[config.mk]
export PLATFORM = sky130hd
export DESIGN_NAME = alu_ctrl
export DESIGN_NICKNAME = d
export VERILOG_FILES = /design/src/rtl/alu_ctrl_pkg.sv /design/src/rtl/alu_ctrl_decode.sv /design/src/rtl/alu_ctrl.sv
export SDC_FILE = /design/constraint.sdc
export NUM_CORES = 1
export LEC_CHECK = 0
export BUFFER_PORTS_ARGS = -buffer_cell sky130_fd_sc_hd__clkbuf_2
export CAP_MARGIN = 20
export CORE_MARGIN = 8
export CORE_UTILIZATION = 30
export DETAILED_ROUTE_END_ITERATION = 16
export GPL_TIMING_DRIVEN = 0
export SYNTH_ARGS = -nofsm -noshare
export SYNTH_HDL_FRONTEND = slang
export SYNTH_SLANG_ARGS = --single-unit
export TNS_END_PERCENT = 20
[constraint.sdc]
create_clock -name clock -period 5.4 [get_ports clock]
set_input_delay 1.08 -clock clock [delete_from_list [all_inputs] [get_ports clock]]
set_output_delay 1.08 -clock clock [all_outputs]
set_load 0.01 [all_outputs]
[src/rtl/alu_ctrl_pkg.sv]
// Shared definitions for the ALU operation sequencer: opcode map, strobe bit
// positions, FSM state encoding and opcode classification helpers.
package alu_ctrl_pkg;

  localparam int unsigned OpW = 5;

  // Opcode map; every code not listed here is undefined.
  localparam logic [OpW-1:0] OpAdd = 5'h03;
  localparam logic [OpW-1:0] OpSub = 5'h04;
  localparam logic [OpW-1:0] OpShr = 5'h05;
  localparam logic [OpW-1:0] OpShl = 5'h06;
  localparam logic [OpW-1:0] OpRor = 5'h07;
  localparam logic [OpW-1:0] OpAnd = 5'h09;
  localparam logic [OpW-1:0] OpOr  = 5'h0A;
  localparam logic [OpW-1:0] OpMul = 5'h0E;
  localparam logic [OpW-1:0] OpDiv = 5'h0F;
  localparam logic [OpW-1:0] OpNeg = 5'h10;
  localparam logic [OpW-1:0] OpNot = 5'h11;

  // Bit positions inside the one-hot strobe vector.
  localparam int unsigned NumOps = 11;
  localparam int unsigned StrAnd = 0;
  localparam int unsigned StrOr  = 1;
  localparam int unsigned StrNeg = 2;
  localparam int unsigned StrNot = 3;
  localparam int unsigned StrSub = 4;
  localparam int unsigned StrAdd = 5;
  localparam int unsigned StrMul = 6;
  localparam int unsigned StrRor = 7;
  localparam int unsigned StrDiv = 8;
  localparam int unsigned StrShr = 9;
  localparam int unsigned StrShl = 10;

  typedef enum logic [2:0] {
    StIdle,
    StOpb,
    StExec,
    StDone,
    StErr
  } state_e;

  // Unary ops take their single operand from the start cycle and skip OPB.
  function automatic logic is_unary(input logic [OpW-1:0] op);
    return (op == OpNeg) || (op == OpNot);
  endfunction

  // MUL/DIV use the long strobe window and produce a high result word.
  function automatic logic is_muldiv(input logic [OpW-1:0] op);
    return (op == OpMul) || (op == OpDiv);
  endfunction

endpackage

[src/rtl/alu_ctrl_decode.sv]
// Combinational opcode decoder: one-hot ALU strobe vector plus legal/unary/
// muldiv classification.
module alu_ctrl_decode
  import alu_ctrl_pkg::*;
(
  input  logic [OpW-1:0]    opcode,
  output logic [NumOps-1:0] strobe,
  output logic              legal,
  output logic              unary,
  output logic              muldiv
);

  // Map each defined opcode to exactly one strobe bit; undefined codes map to none.
  always_comb begin
    strobe = '0;
    legal  = 1'b1;
    unique case (opcode)
      OpAnd:   strobe[StrAnd] = 1'b1;
      OpOr:    strobe[StrOr]  = 1'b1;
      OpNeg:   strobe[StrNeg] = 1'b1;
      OpNot:   strobe[StrNot] = 1'b1;
      OpSub:   strobe[StrSub] = 1'b1;
      OpAdd:   strobe[StrAdd] = 1'b1;
      OpMul:   strobe[StrMul] = 1'b1;
      OpRor:   strobe[StrRor] = 1'b1;
      OpDiv:   strobe[StrDiv] = 1'b1;
      OpShr:   strobe[StrShr] = 1'b1;
      OpShl:   strobe[StrShl] = 1'b1;
      default: legal = 1'b0;
    endcase
  end

  // Classification is only meaningful for legal codes; the FSM checks legal first.
  always_comb begin
    unary  = is_unary(opcode);
    muldiv = is_muldiv(opcode);
  end

endmodule

[src/rtl/alu_ctrl.sv]
// ALU operation sequencer. Accepts opcode/operands over start/done, drives one
// ALU strobe for a bounded window, then captures the result into z_lo/z_hi.
// Build option: ALU_CTRL_ZERO_HI_EN clears z_hi on non-MUL/DIV captures;
// without it z_hi holds its previous value for those ops.
module alu_ctrl
  import alu_ctrl_pkg::*;
#(
  parameter int unsigned DATA_W        = 32,
  parameter int unsigned EXEC_CYCLES   = 1,
  parameter int unsigned MULDIV_CYCLES = 4
) (
  input  logic              clock,
  input  logic              clear,
  input  logic              start,
  input  logic [OpW-1:0]    opcode,
  input  logic [DATA_W-1:0] bus_in,
  output logic              busy,
  output logic              done,
  output logic              illegal,
  output logic [DATA_W-1:0] y_out,
  output logic [DATA_W-1:0] b_out,
  output logic              op_and,
  output logic              op_or,
  output logic              op_neg,
  output logic              op_not,
  output logic              op_sub,
  output logic              op_add,
  output logic              op_mul,
  output logic              op_ror,
  output logic              op_div,
  output logic              op_shr,
  output logic              op_shl,
  input  logic [DATA_W-1:0] alu_lo,
  input  logic [DATA_W-1:0] alu_hi,
  output logic [DATA_W-1:0] z_lo,
  output logic [DATA_W-1:0] z_hi
);

  // Counter holds remaining EXEC cycles minus one, so it only needs to reach max-1.
  localparam int unsigned CntMax = (MULDIV_CYCLES > EXEC_CYCLES) ? MULDIV_CYCLES : EXEC_CYCLES;
  localparam int unsigned CntW   = (CntMax > 1) ? $clog2(CntMax) : 1;
  localparam logic [CntW-1:0] ExecLoad = CntW'(EXEC_CYCLES - 1);
  localparam logic [CntW-1:0] MdLoad   = CntW'(MULDIV_CYCLES - 1);

  state_e              state_q;
  logic [OpW-1:0]      opcode_q;
  logic [DATA_W-1:0]   y_q;
  logic [DATA_W-1:0]   b_q;
  logic [CntW-1:0]     cnt_q;
  logic [DATA_W-1:0]   z_lo_q;
  logic [DATA_W-1:0]   z_hi_q;

  logic [OpW-1:0]      dec_opcode;
  logic [NumOps-1:0]   dec_strobe;
  logic                dec_legal;
  logic                dec_unary;
  logic                dec_muldiv;
  logic [NumOps-1:0]   strobe;

  // In IDLE classify the incoming opcode; afterwards the latched one drives everything.
  always_comb begin
    dec_opcode = (state_q == StIdle) ? opcode : opcode_q;
  end

  alu_ctrl_decode u_decode (
    .opcode (dec_opcode),
    .strobe (dec_strobe),
    .legal  (dec_legal),
    .unary  (dec_unary),
    .muldiv (dec_muldiv)
  );

  // Sequencer FSM with operand latches, window counter and result capture.
  always_ff @(posedge clock or negedge clear) begin
    if (!clear) begin
      state_q  <= StIdle;
      opcode_q <= '0;
      y_q      <= '0;
      b_q      <= '0;
      cnt_q    <= '0;
      z_lo_q   <= '0;
      z_hi_q   <= '0;
    end else begin
      case (state_q)
        StIdle: begin
          if (start) begin
            opcode_q <= opcode;
            y_q      <= bus_in;
            if (!dec_legal) begin
              state_q <= StErr;
            end else if (dec_unary) begin
              b_q     <= bus_in;
              cnt_q   <= dec_muldiv ? MdLoad : ExecLoad;
              state_q <= StExec;
            end else begin
              state_q <= StOpb;
            end
          end
        end
        StOpb: begin
          b_q     <= bus_in;
          cnt_q   <= dec_muldiv ? MdLoad : ExecLoad;
          state_q <= StExec;
        end
        StExec: begin
          if (cnt_q == '0) begin
            z_lo_q <= alu_lo;
            if (dec_muldiv) begin
              z_hi_q <= alu_hi;
            end
`ifdef ALU_CTRL_ZERO_HI_EN
            else begin
              z_hi_q <= '0;
            end
`endif
            state_q <= StDone;
          end else begin
            cnt_q <= cnt_q - CntW'(1);
          end
        end
        StDone:  state_q <= StIdle;
        StErr:   state_q <= StIdle;
        default: state_q <= StIdle;
      endcase
    end
  end

  // Outputs decode straight from registered state so reset drops them asynchronously.
  always_comb begin
    busy    = (state_q != StIdle);
    done    = (state_q == StDone);
    illegal = (state_q == StErr);
    strobe  = (state_q == StExec) ? dec_strobe : '0;
  end

  assign op_and = strobe[StrAnd];
  assign op_or  = strobe[StrOr];
  assign op_neg = strobe[StrNeg];
  assign op_not = strobe[StrNot];
  assign op_sub = strobe[StrSub];
  assign op_add = strobe[StrAdd];
  assign op_mul = strobe[StrMul];
  assign op_ror = strobe[StrRor];
  assign op_div = strobe[StrDiv];
  assign op_shr = strobe[StrShr];
  assign op_shl = strobe[StrShl];

  assign y_out = y_q;
  assign b_out = b_q;
  assign z_lo  = z_lo_q;
  assign z_hi  = z_hi_q;

endmodule

==> metrics.yaml <==
sta:
  clock.fmax_mhz: 276.6
  hold_viol_final: 0
  post-route-period-util_pct: 66.96
  clock-skew-final_ns: 0.009076
  whs_ns: 0.4689
  rsz0062_at_grt: "false"
  worst_pin_slew_ns: 0.6684
  min_period_ns: 3.616
  setup_viol: 0
  slew_headroom_pct: 55.44
  finalSetupTns_ns: 0
  finalMaxSlewViolations: 0
global_route:
  grt_pass1_vias: 5680
  grt_pass1_wl_mm: 32.85
  grt_max_degree: 71
  grtUsageTotal_pct: 15.94
  grt-ovfl-total: 0
  antenna_found_initial: 0
power_and_ir_drop:
  leakagePower_nw: 4.183
  power.total_mw: 5.377
  irDropWorstVdd_uv: 233.3
  power_density_nw_per_um2: 634.1
yosys:
  synth_warnings: 0
  synth_area_leaders: "dfrtp_1, nand2_1, mux2_4"
  synth-edff-count: 0
  synthArstFlopShare_pct: 100.0
  ys.flop_type: "dfrtp_1"
  ys_ff_latch: 138
  synth_commonest_cells: "nand2_1, dfrtp_1, mux2_2"
  synth_area_um2: 6246
  postSynthCellCount: 567
  synth_fp_nets: 672
  synth_top_area_share_pct: 55.29
  avgSynthCellArea_um2: 11.02
  ys_seq_area_share_pct: 55.29
  synth.most_common_cell: "nand2_1"
  yosys.area.top_type: "dfrtp_1"
  ys_types: 43
final_layout:
  drive_gt1_share_pct: 42.84
  instances_no_fill: 1115
  area_growth_pct: 35.76
  nets: 937
  n_antenna_cell: 0
worst_setup_path:
  r2r_start: "state_q[0]"
  crit_cells: 8
  path_buf_inv: 3
  cp_slowest_cell: "nor3_4"
  setup.worst_path.class: "reg2out"
  critPathTopFamily: "simple AND/OR/NAND/NOR gates"
  cpPeakStageDelay_ns: 0.43
  cp_cell_sequence: "buf_6 > nor3_4 > inv_4 > nor3_1 > nor2_1 > or2_2 > nor4_1 > clkbuf_2"
  crit_fanout: 10
  r2r_cells: 7
  worstPathArrival_ns: 2.54
  critPathRequiredTime_ns: 4.32
  cp-startpoint: "state_q[0]"
  cp-end-kind: "primary output"
  worst_setup_path_start_kind: "register"
clocking:
  ctsResizeCount: 0
  numCtsBuffers: 17
  hold_buffers: 0
  htree_num_levels: 4
  clk_pin_slew_ns: 0.06
  cts_tree: "done"
  cts_buffer_depth: 2
  cts_sinks: 138
  cts_setup_buffers: 0
  cts_root_buffer: "clkbuf_16"
  clock_latency_ns: 0.41
placed_design:
  portBuffers: 245
  hpwl_mm: 15.78
  finalWeightedCongestion: 0.8005
  dp_cells: 1083
die:
  dieHeight_um: 160.3
  start_util_pct: 30.67
  ios: 246
  core_area_um2: 20360
  row_count: 52
  die-width_um: 160.3
  die_area_um2: 25690
hold_path:
  hold_class: "reg2reg"
  hold_path_startpoint: "y_out[6]"
  min_path_cells: 2
detailed_routing:
  drt_first_pass_iters: 4
  vias_per_cell: 4.850
  drt_iter0_drc: 272
  route.detailed.drc: 0
  vias: 5408
  post_drt_wl_per_cell_um: 18.52
  ant_nets: 0
  wirelength_mm: 20.65
run:
  cap_violations: 0
run_status:
  status: "finished clean"
[state kept, by name, summed over array words and instances (netlist names)]
signal,flops
cnt_q,2
z_lo,32
z_hi,32
state_q,3
y_out,32
opcode_q,5
b_out,32
[worst register-to-register path, delay by kind of cell, from the launching register on]
family / cells / cell delay, ns
simple gates: 1 / 0.43
buf+inv: 3 / 0.52
flops: 1 / 0.37
compound gates: 3 / 1.07
[routing by layer]
metal | part of all wire, % | vias to the layer above | global-route usage [%]
met2 | 44 | 224 | 25.04
li1 | - | 2541 | -
met1 | 46 | 2629 | 20.06
met3 | 9.2 | 14 | 6.621
met5 | 0 | - | 0
met4 | 0.95 | 0 | 3.696
[report_power, final]
group	leakage (nW)	internal [mW]	switching [mW]
Combinational	2.15	0.949	1.32
Sequential	1.72	1.55	0.291
Clock	0.308	0.791	0.476
[area by class of cell]
type / instances / area (um2)
clock inverter: 13 / 190.2
buffer: 47 / 217.7
fill: 1981 / 11890
inverter: 7 / 28.78
multi-input combinational: 375 / 2546
timing repair buffer: 246 / 1262
sequential: 138 / 3453
clock buffer: 19 / 442.9
tap: 270 / 337.8
[cells in the final DEF (no fill, tap or decap), types with 4 or more instances in the layout]
| cell type | count |
|---|---|
| o21ai_0 | 5 |
| buf_6 | 4 |
| nor3b_1 | 4 |
| mux2_4 | 30 |
| clkbuf_16 | 17 |
| buf_2 | 9 |
| mux2_2 | 34 |
| o2111ai_1 | 32 |
| inv_1 | 6 |
| o211ai_1 | 32 |
| nand3_1 | 33 |
| nor3_1 | 7 |
| bufinv_16 | 4 |
| nor2_1 | 18 |
| clkbuf_1 | 33 |
| dfrtp_1 | 138 |
| clkbuf_2 | 244 |
| nand2_1 | 143 |
[stage by stage]
stage	setup slack (ns)	util, %	instance area (um2)
final	1.784	41.64	8479
after global routing	1.647	41.64	8479
after CTS	1.760	41.64	8479
after detailed placement	2.010	38.53	7846
after global placement	0.7675	38.35	7810
after floorplan	2.272	-	6246
[cell families after synthesis]
family                     count (synthesis)  synth area share (%)
and+or+nand+nor                          223                 15.61
DFF                                      138                 55.29
AOI/OAI and AO/OA                         85                 11.32
muxes                                     65                 13.50
buffers and inverters                     54                 3.946
xor gates and xnor gates                   1                0.1402
adders and majority gates                  1                0.2003
[path summary, 6_finish.rpt]
| check | end | slack [ns] |
|---|---|---|
| max reg2reg | b_out[9] | 2.88 |
| min | y_out[6] | 0.47 |
| min reg2reg | y_out[6] | 0.47 |
| max in group asynchronous | y_out[8] | 3.96 |
| max | op_sub | 1.78 |
| min in group asynchronous | z_lo[12] | 0.66 |
(Power assumes the default switching activity.)
